===== src/rtl/pong_match_ctrl.sv =====
// Match-level controller for the Pong core: sequences idle, serve delay, play,
// pause, point hold and game over, and keeps the packed score for physics/render.
module pong_match_ctrl #(
   parameter int WIN_SCORE   = 9,
   parameter int SERVE_DELAY = 4,
   parameter int POINT_HOLD  = 8
) (
   input  logic       clk_div,
   input  logic       rst_n,
   input  logic       start_btn,
   input  logic       pause_btn,
   input  logic       player_goal,
   input  logic       opp_goal,
   output logic       ball_run,
   output logic       ball_reset,
   output logic       serve_dir_x,
   output logic [7:0] score,
   output logic       game_over,
   output logic       winner,
   output logic [2:0] state_dbg
);

   typedef enum logic [2:0] {
      ST_IDLE  = 3'd0,
      ST_SERVE = 3'd1,
      ST_PLAY  = 3'd2,
      ST_PAUSE = 3'd3,
      ST_POINT = 3'd4,
      ST_OVER  = 3'd5
   } state_t;

   localparam logic [7:0] SERVE_LOAD = 8'(SERVE_DELAY - 1);
   localparam logic [7:0] POINT_LOAD = 8'(POINT_HOLD - 1);
   localparam logic [3:0] WIN_VAL    = 4'(WIN_SCORE);

   state_t     state_q, state_d;
   logic [7:0] cnt_q, cnt_d;
   logic [3:0] player_q, player_d;
   logic [3:0] opp_q, opp_d;
   logic       serve_dir_q, serve_dir_d;
   logic       winner_q, winner_d;
   logic       start_prev_q, pause_prev_q;

   logic       start_edge, pause_edge;
   logic [3:0] player_inc, opp_inc;

   assign start_edge = start_btn & ~start_prev_q;
   assign pause_edge = pause_btn & ~pause_prev_q;
   assign player_inc = player_q + 4'd1;
   assign opp_inc    = opp_q + 4'd1;

   always_ff @(posedge clk_div) begin
      if (!rst_n) begin
         state_q      <= ST_IDLE;
         cnt_q        <= 8'd0;
         player_q     <= 4'd0;
         opp_q        <= 4'd0;
         serve_dir_q  <= 1'b1;
         winner_q     <= 1'b0;
         start_prev_q <= 1'b0;
         pause_prev_q <= 1'b0;
      end else begin
         state_q      <= state_d;
         cnt_q        <= cnt_d;
         player_q     <= player_d;
         opp_q        <= opp_d;
         serve_dir_q  <= serve_dir_d;
         winner_q     <= winner_d;
         start_prev_q <= start_btn;
         pause_prev_q <= pause_btn;
      end
   end

   always_comb begin
      state_d     = state_q;
      cnt_d       = cnt_q;
      player_d    = player_q;
      opp_d       = opp_q;
      serve_dir_d = serve_dir_q;
      winner_d    = winner_q;

      case (state_q)
         ST_IDLE: begin
            if (start_edge) begin
               state_d = ST_SERVE;
               cnt_d   = SERVE_LOAD;
            end
         end

         ST_SERVE: begin
            if (cnt_q == 8'd0) begin
               state_d = ST_PLAY;
            end else begin
               cnt_d = cnt_q - 8'd1;
            end
         end

         ST_PLAY: begin
            // A goal on the same tick as a pause edge takes precedence.
            if (player_goal && opp_goal) begin
               state_d = ST_POINT;
               cnt_d   = POINT_LOAD;
            end else if (player_goal) begin
               player_d    = player_inc;
               serve_dir_d = 1'b0;
               if (player_inc == WIN_VAL) begin
                  state_d  = ST_OVER;
                  winner_d = 1'b1;
               end else begin
                  state_d = ST_POINT;
                  cnt_d   = POINT_LOAD;
               end
            end else if (opp_goal) begin
               opp_d       = opp_inc;
               serve_dir_d = 1'b1;
               if (opp_inc == WIN_VAL) begin
                  state_d  = ST_OVER;
                  winner_d = 1'b0;
               end else begin
                  state_d = ST_POINT;
                  cnt_d   = POINT_LOAD;
               end
            end else if (pause_edge) begin
               state_d = ST_PAUSE;
            end
         end

         ST_PAUSE: begin
            if (pause_edge) begin
               state_d = ST_PLAY;
            end
         end

         ST_POINT: begin
            if (cnt_q == 8'd0) begin
               state_d = ST_SERVE;
               cnt_d   = SERVE_LOAD;
            end else begin
               cnt_d = cnt_q - 8'd1;
            end
         end

         ST_OVER: begin
            if (start_edge) begin
               state_d     = ST_SERVE;
               cnt_d       = SERVE_LOAD;
               player_d    = 4'd0;
               opp_d       = 4'd0;
               winner_d    = 1'b0;
               serve_dir_d = 1'b1;
            end
         end

         default: begin
            state_d = ST_IDLE;
         end
      endcase
   end

   // Moore outputs decoded purely from the state register.
   always_comb begin
      ball_run   = 1'b0;
      ball_reset = 1'b1;
      game_over  = 1'b0;
      case (state_q)
         ST_PLAY: begin
            ball_run   = 1'b1;
            ball_reset = 1'b0;
         end
         ST_PAUSE: begin
            ball_reset = 1'b0;
         end
         ST_OVER: begin
            game_over = 1'b1;
         end
         default: begin
            ball_run   = 1'b0;
         end
      endcase
   end

   assign score       = {opp_q, player_q};
   assign serve_dir_x = serve_dir_q;
   assign winner      = winner_q;
   assign state_dbg   = state_q;

endmodule

===== config.mk =====
export PLATFORM = sky130hd
export DESIGN_NAME = pong_match_ctrl
export DESIGN_NICKNAME = d
export VERILOG_FILES = /design/src/rtl/pong_match_ctrl.sv
export SDC_FILE = /design/constraint.sdc
export NUM_CORES = 1
export LEC_CHECK = 0
export CAP_MARGIN = 20
export CORE_MARGIN = 2
export CORE_UTILIZATION = 39
export DETAILED_ROUTE_END_ITERATION = 6
export GPL_ROUTABILITY_DRIVEN = 0
export HOLD_SLACK_MARGIN = 0.03
export PLACE_DENSITY = 0.65
export SYNTH_ARGS = -nofsm -noshare
export SYNTH_HDL_FRONTEND = slang
export SYNTH_SLANG_ARGS = --single-unit

===== constraint.sdc =====
create_clock -name clk_div -period 2.3 [get_ports clk_div]
set_input_delay 0.575 -clock clk_div [delete_from_list [all_inputs] [get_ports clk_div]]
set_output_delay 0.575 -clock clk_div [all_outputs]
set_load 0.1 [all_outputs]

==> impl_metrics.ini, run 1 <==
[grt]
grt-ovfl-total = 0
grt_first_pass_wirelength_mm = 6.80
grt.total_usage_pct = 19.5
antenna_found_initial = 0
first_global_vias = 1367
grt_max_degree = 18

[sta]
tightest_slew_ps = 607
timing.final.crit_share_pct = 97.1
timing.setup.tns_ps = 0
min_period_ps = 2230
fmax_mhz = 448
maxSlewHeadroom_pct = 59.4
holdWs_ps = 504
drv_slew = 0
setup_viol = 0
clock_skew_ps = 12.1
final_hold_viol_count = 0
rsz0062_at_grt = false

[cells_and_area]
final_layout_size_suffix_gt1_share_pct = 22.7
fin_util_pct = 51.8
diodes = 0
nets = 237
area_growth_pct = 24.3

[critical_path]
cp_slowest_stage_delay_ps = 550
critical_path_required_ps = 1730
end_kind = output pin
worst-path-buf-inv = 2
critical_path.top_delay_family = flip-flops
cp_max_fo = 17
slowest_stage = dfxtp_2
cp.arrival_ps = 1660
start_kind = flop
crit_chain = or3b_4 > inv_4 > buf_12
crit_type = reg2out

[clock_network]
clk_latency_ps = 280
tritoncts = yes
holdBufCountCts = 0
cts_buffers = 3
cts.sinks = 23
cts.reportedPaths.clkPinSlew_ps = 100
cts_root_buffer = clkbuf_8
htree_levels = 1
cts.path.max_buffers = 2
post_cts_buffers = 0
ctsResizeCount = 0

[pwr]
vdd_drop_max_uv = 486
power.total_mw = 2.19
power_density_nw_per_um2 = 1130
p_leak_nw = 0.733

[placement]
hpwlAfterDp_mm = 2.85
portBuffers = 21

[synthesis]
syn_avg_cell_area_um2 = 7.97
ys.flop_type = dfxtp_1
synthCells = 196
async_reset_ff_share_pct = 0
yosys-top-cells-area = dfxtp_1, a21oi_1, nor2_1, nand2_1, ha_1
yosys_register_bits = 23
yosysMostFrequentCell = dfxtp_1
synth_top_cell_by_area = dfxtp_1
synth_cell_types = 54
synth_edf_count = 0
syn_nets = 207
yosysTopAreaCellShare_pct = 29.5
yosysWarningCount = 0
yosysSeqAreaShare_pct = 29.5
yosys-top-cells-count = dfxtp_1, nor2_1, nand2_1, a21oi_1, inv_1
synth_area_um2 = 1560

[detailed_routing]
routedWlPerCell_um = 14.4
final_antenna_net_count = 0
drt-initial-drc-count = 114
via_count = 1527
detail_route.first_pass.iterations = 4
drcViolationCount = 0
wl_mm = 3.92
vias_per_cell = 5.59

[floorplan]
rows = 22
pin_count = 22
start_util_pct = 41.7
die_w_um = 67.3
die_height_um = 67.3
core_um2 = 3740
die-area_um2 = 4530

[run_status]
status = finished clean

[worst_hold_path]
min_path_type = reg2reg

[flow_run]
drv_cap = 0
[worst register-to-register path: stages, from the launching register on]
cell	delay (ps)
dfxtp_1	360
inv_1	70
ha_1	170
nor4b_4	430
and2_1	280
o211ai_1	160
a32oi_1	230
o32ai_1	100
[layer usage]
metal	vias up	share of wire [%]	track usage [%]
li1	784	-	-
met1	711	53	29.1
met2	27	43	29.3
met3	5	3.0	1.67
met4	0	1.3	6.12
met5	-	0	0
[cell type report]
class / instances / area [µm²]
fillers: 388 / 1800
multi-input cells: 153 / 1020
flip-flops and latches: 23 / 467
repair buffers: 31 / 283
well taps: 48 / 60.1
inverters: 14 / 58.8
clock buffers: 3 / 41.3
clock inverters: 1 / 7.51
[final timing paths]
check	from	end	slack, ps	cells after the start
setup reg to reg	cnt_q[0]$_SDFFE_PN0P_	cnt_q[4]$_SDFFE_PN0P_	350	7
hold / removal	serve_dir_x$_SDFFE_PN1P_	serve_dir_x$_SDFFE_PN1P_	500	2
setup / recovery	state_dbg[1]$_SDFFE_PN0P_	ball_run	70	3
hold reg to reg	serve_dir_x$_SDFFE_PN1P_	serve_dir_x$_SDFFE_PN1P_	500	2
[metrics by stage]
| stage | std cells | setup WS (ps) | instance area [µm²] |
|---|---|---|---|
| 5_1_grt | 273 | 0.358 | 1940 |
| 6_report | 273 | 67.0 | 1940 |
| 4_1_cts | 273 | 63.8 | 1940 |
| 2_1_floorplan | 196 | 43.7 | 1570 |
| 3_5_place_dp | 269 | 26.5 | 1890 |
| 3_3_place_gp | 269 | 62.7 | 1890 |
[placed cells by master (no fill, tap or decap), drive strengths merged, types with 3 or more instances in the layout]
cell / Yosys / final
ha: 5 / 5
o32ai: 6 / 6
o211ai: 3 / 3
or2: 3 / 3
a211oi: 4 / 4
nand2: 20 / 20
nand2b: 4 / 4
dfxtp: 23 / 23
nand3: 5 / 5
a32oi: 3 / 3
clkdlybuf4s50: 0 / 5
inv: 14 / 13
a21oi: 18 / 18
a31oi: 4 / 4
nor2b: 3 / 3
buf: 2 / 26
nor3: 6 / 6
nor2: 20 / 20
clkbuf: 4 / 3
and2: 3 / 3
o21ai: 9 / 9
[sequential cells by signal (all words and copies together) (netlist names)]
register      count
cnt_q             8
opp_q             4
pause_prev_q      1
player_q          4
serve_dir_x       1
start_prev_q      1
state_dbg         3
winner            1
[cells by family (layout without fill, tap and decap cells)]
kind of cell               count (synthesis)  in the layout  share of synthesized area, %
and+or+nand+nor                           80             80                          29.1
AOI/OAI and AO/OA                         65             65                          30.4
DFF                                       23             23                          29.5
buffers and inverters                     20             49                          5.13
adders and majority gates                  5              5                          4.01
muxes                                      2              2                          1.28
xor gates and xnor gates                   1              1                         0.561
[where the power goes]
| part | total [mW] | internal, mW | switching, mW |
|---|---|---|---|
| clock | 0.276 | 0.123 | 0.153 |
| combinational | 1.29 | 0.514 | 0.775 |
| sequential | 0.622 | 0.475 | 0.147 |
| total | 2.19 | 1.11 | 1.08 |
Power figures use the tool's default switching activity.
==> run 2, diff against run 1 <==
- GPL_TIMING_DRIVEN: default -> 1
==> results of run 2 <==
Same layout as run 1: the final DEF is identical, and so are final timing and power.
==> run 3, diff against run 2 <==
- PLACE_DENSITY: 0.65 -> 0.64
==> run 3 against run 2 <==
First-iteration DRC count rose by 53%. Via count rose by 3.3%. Worst hold slack got worse by 8.6 ps. Highest routed layer unchanged. Non-clock buffer count did not move. Count of clock-buffer cells in the layout did not move. Critical endpoint unchanged. Clock power barely moved. Sequential share of layout area barely moved. Critical path depth did not move.
==> impl_metrics.ini, run 3 (same netlist as run 1, synthesis figures left out) <==
[run_status]
status = finished clean

[pwr]
vdd_drop_max_uv = 357
power_density_nw_per_um2 = 1120
power.total_mw = 2.16
p_leak_nw = 0.736

[floorplan]
core_um2 = 3740
start_util_pct = 41.7
die_height_um = 67.3
die_w_um = 67.3
pin_count = 22
rows = 22
die-area_um2 = 4530

[sta]
drv_slew = 0
timing.final.crit_share_pct = 90.1
timing.setup.tns_ps = 0
rsz0062_at_grt = false
tightest_slew_ps = 549
setup_ws_ps = 227
holdWs_ps = 496
clock_skew_ps = 6.23
fmax_mhz = 482
setup_viol = 0
final_hold_viol_count = 0
maxSlewHeadroom_pct = 63.2
min_period_ps = 2070

[critical_path]
start_kind = flop
slowest_stage = or3b_4
critical_path_required_ps = 1730
cp_max_fo = 14
crit_type = reg2out
cp.arrival_ps = 1500
cp_slowest_stage_delay_ps = 470
crit_chain = or3b_4 > inv_4 > buf_12
end_kind = output pin

[clock_network]
htree_levels = 1
cts.reportedPaths.clkPinSlew_ps = 90
clk_latency_ps = 280
cts.sinks = 23
tritoncts = yes
cts_root_buffer = clkbuf_8
post_cts_buffers = 0
ctsResizeCount = 0
cts_buffers = 3
holdBufCountCts = 0
cts.path.max_buffers = 2

[cells_and_area]
nets = 237
final_layout_size_suffix_gt1_share_pct = 22.7
largest_reg_flops = 8
most-common-layout-cells = buf_4, nor2_1, nand2_1, a21oi_1, dfxtp_1
top_regs = cnt_q: 8 flops, opp_q: 4 flops, player_q: 4 flops
area_growth_pct = 24.1
largest-register = cnt_q
diodes = 0
mostFrequentLayoutCell = buf_4
fin_util_pct = 51.8

[flow_run]
drv_cap = 0

[placement]
hpwlAfterDp_mm = 2.96
portBuffers = 21
dp_slack_ps = -58.9

[detailed_routing]
routedWlPerCell_um = 14.8
final_antenna_net_count = 0
detail_route.first_pass.iterations = 4
drt-initial-drc-count = 174
drcViolationCount = 0
via_count = 1577
wl_mm = 4.05
vias_per_cell = 5.78

[grt]
antenna_found_initial = 0
grt-ovfl-total = 0
grt_max_degree = 16
grt_first_pass_wirelength_mm = 6.89
first_global_vias = 1488
grt.total_usage_pct = 20.2

[worst_hold_path]
min_path_type = reg2reg
-- run 3: cell count changes in the layout (fill, tap and decap cells not counted), sizes merged --
cell and delta:
clkinv +1, clkinvlp -1
-- run 3: final timing paths --
kind	from	endpoint	slack, ps	cells past startpoint
setup / recovery	state_dbg[0]$_SDFFE_PN0P_	ball_run	230	3
hold / removal	serve_dir_x$_SDFFE_PN1P_	serve_dir_x$_SDFFE_PN1P_	500	2
setup reg to reg	cnt_q[0]$_SDFFE_PN0P_	cnt_q[2]$_SDFFE_PN0P_	250	7
hold reg to reg	serve_dir_x$_SDFFE_PN1P_	serve_dir_x$_SDFFE_PN1P_	500	2
-- run 3: cell type report --
class | instances | area (µm²)
flip-flops and latches | 23 | 467
fillers | 373 | 1810
clock buffers | 3 | 41.3
repair buffers | 31 | 283
well taps | 48 | 60.1
multi-input cells | 153 | 1020
clock inverters | 1 | 5.00
inverters | 14 | 58.8
-- run 3: metal layers --
metal | part of all wire (%) | routed length (µm) | vias to the layer above | track usage [%]
met2 | 45 | 1820 | 32 | 30.1
met1 | 50 | 2010 | 760 | 29.2
met4 | 1.5 | 59 | 0 | 7.40
met3 | 3.9 | 157 | 5 | 3.17
met5 | 0 | 0 | - | 0
li1 | - | - | 780 | -
-- run 3: critical path, delay by kind of cell (launching register included) --
family | cells | cell delay, ps
buffers and inverters | 2 | 330
DFF | 1 | 410
and+or+nand+nor | 1 | 470
-- run 3: where the power goes --
group	internal [mW]	total (mW)	leakage, nW	switching [mW]
clock	0.122	0.273	0.0255	0.151
combinational	0.499	1.29	0.522	0.790
sequential	0.475	0.602	0.189	0.127
-- run 3: stage by stage --
stage               instances  instance area, µm²
floorplan                 196                1570
global placement          269                1890
detailed placement        269                1890
CTS                       273                1940
global route              273                1940
finish                    273                1940
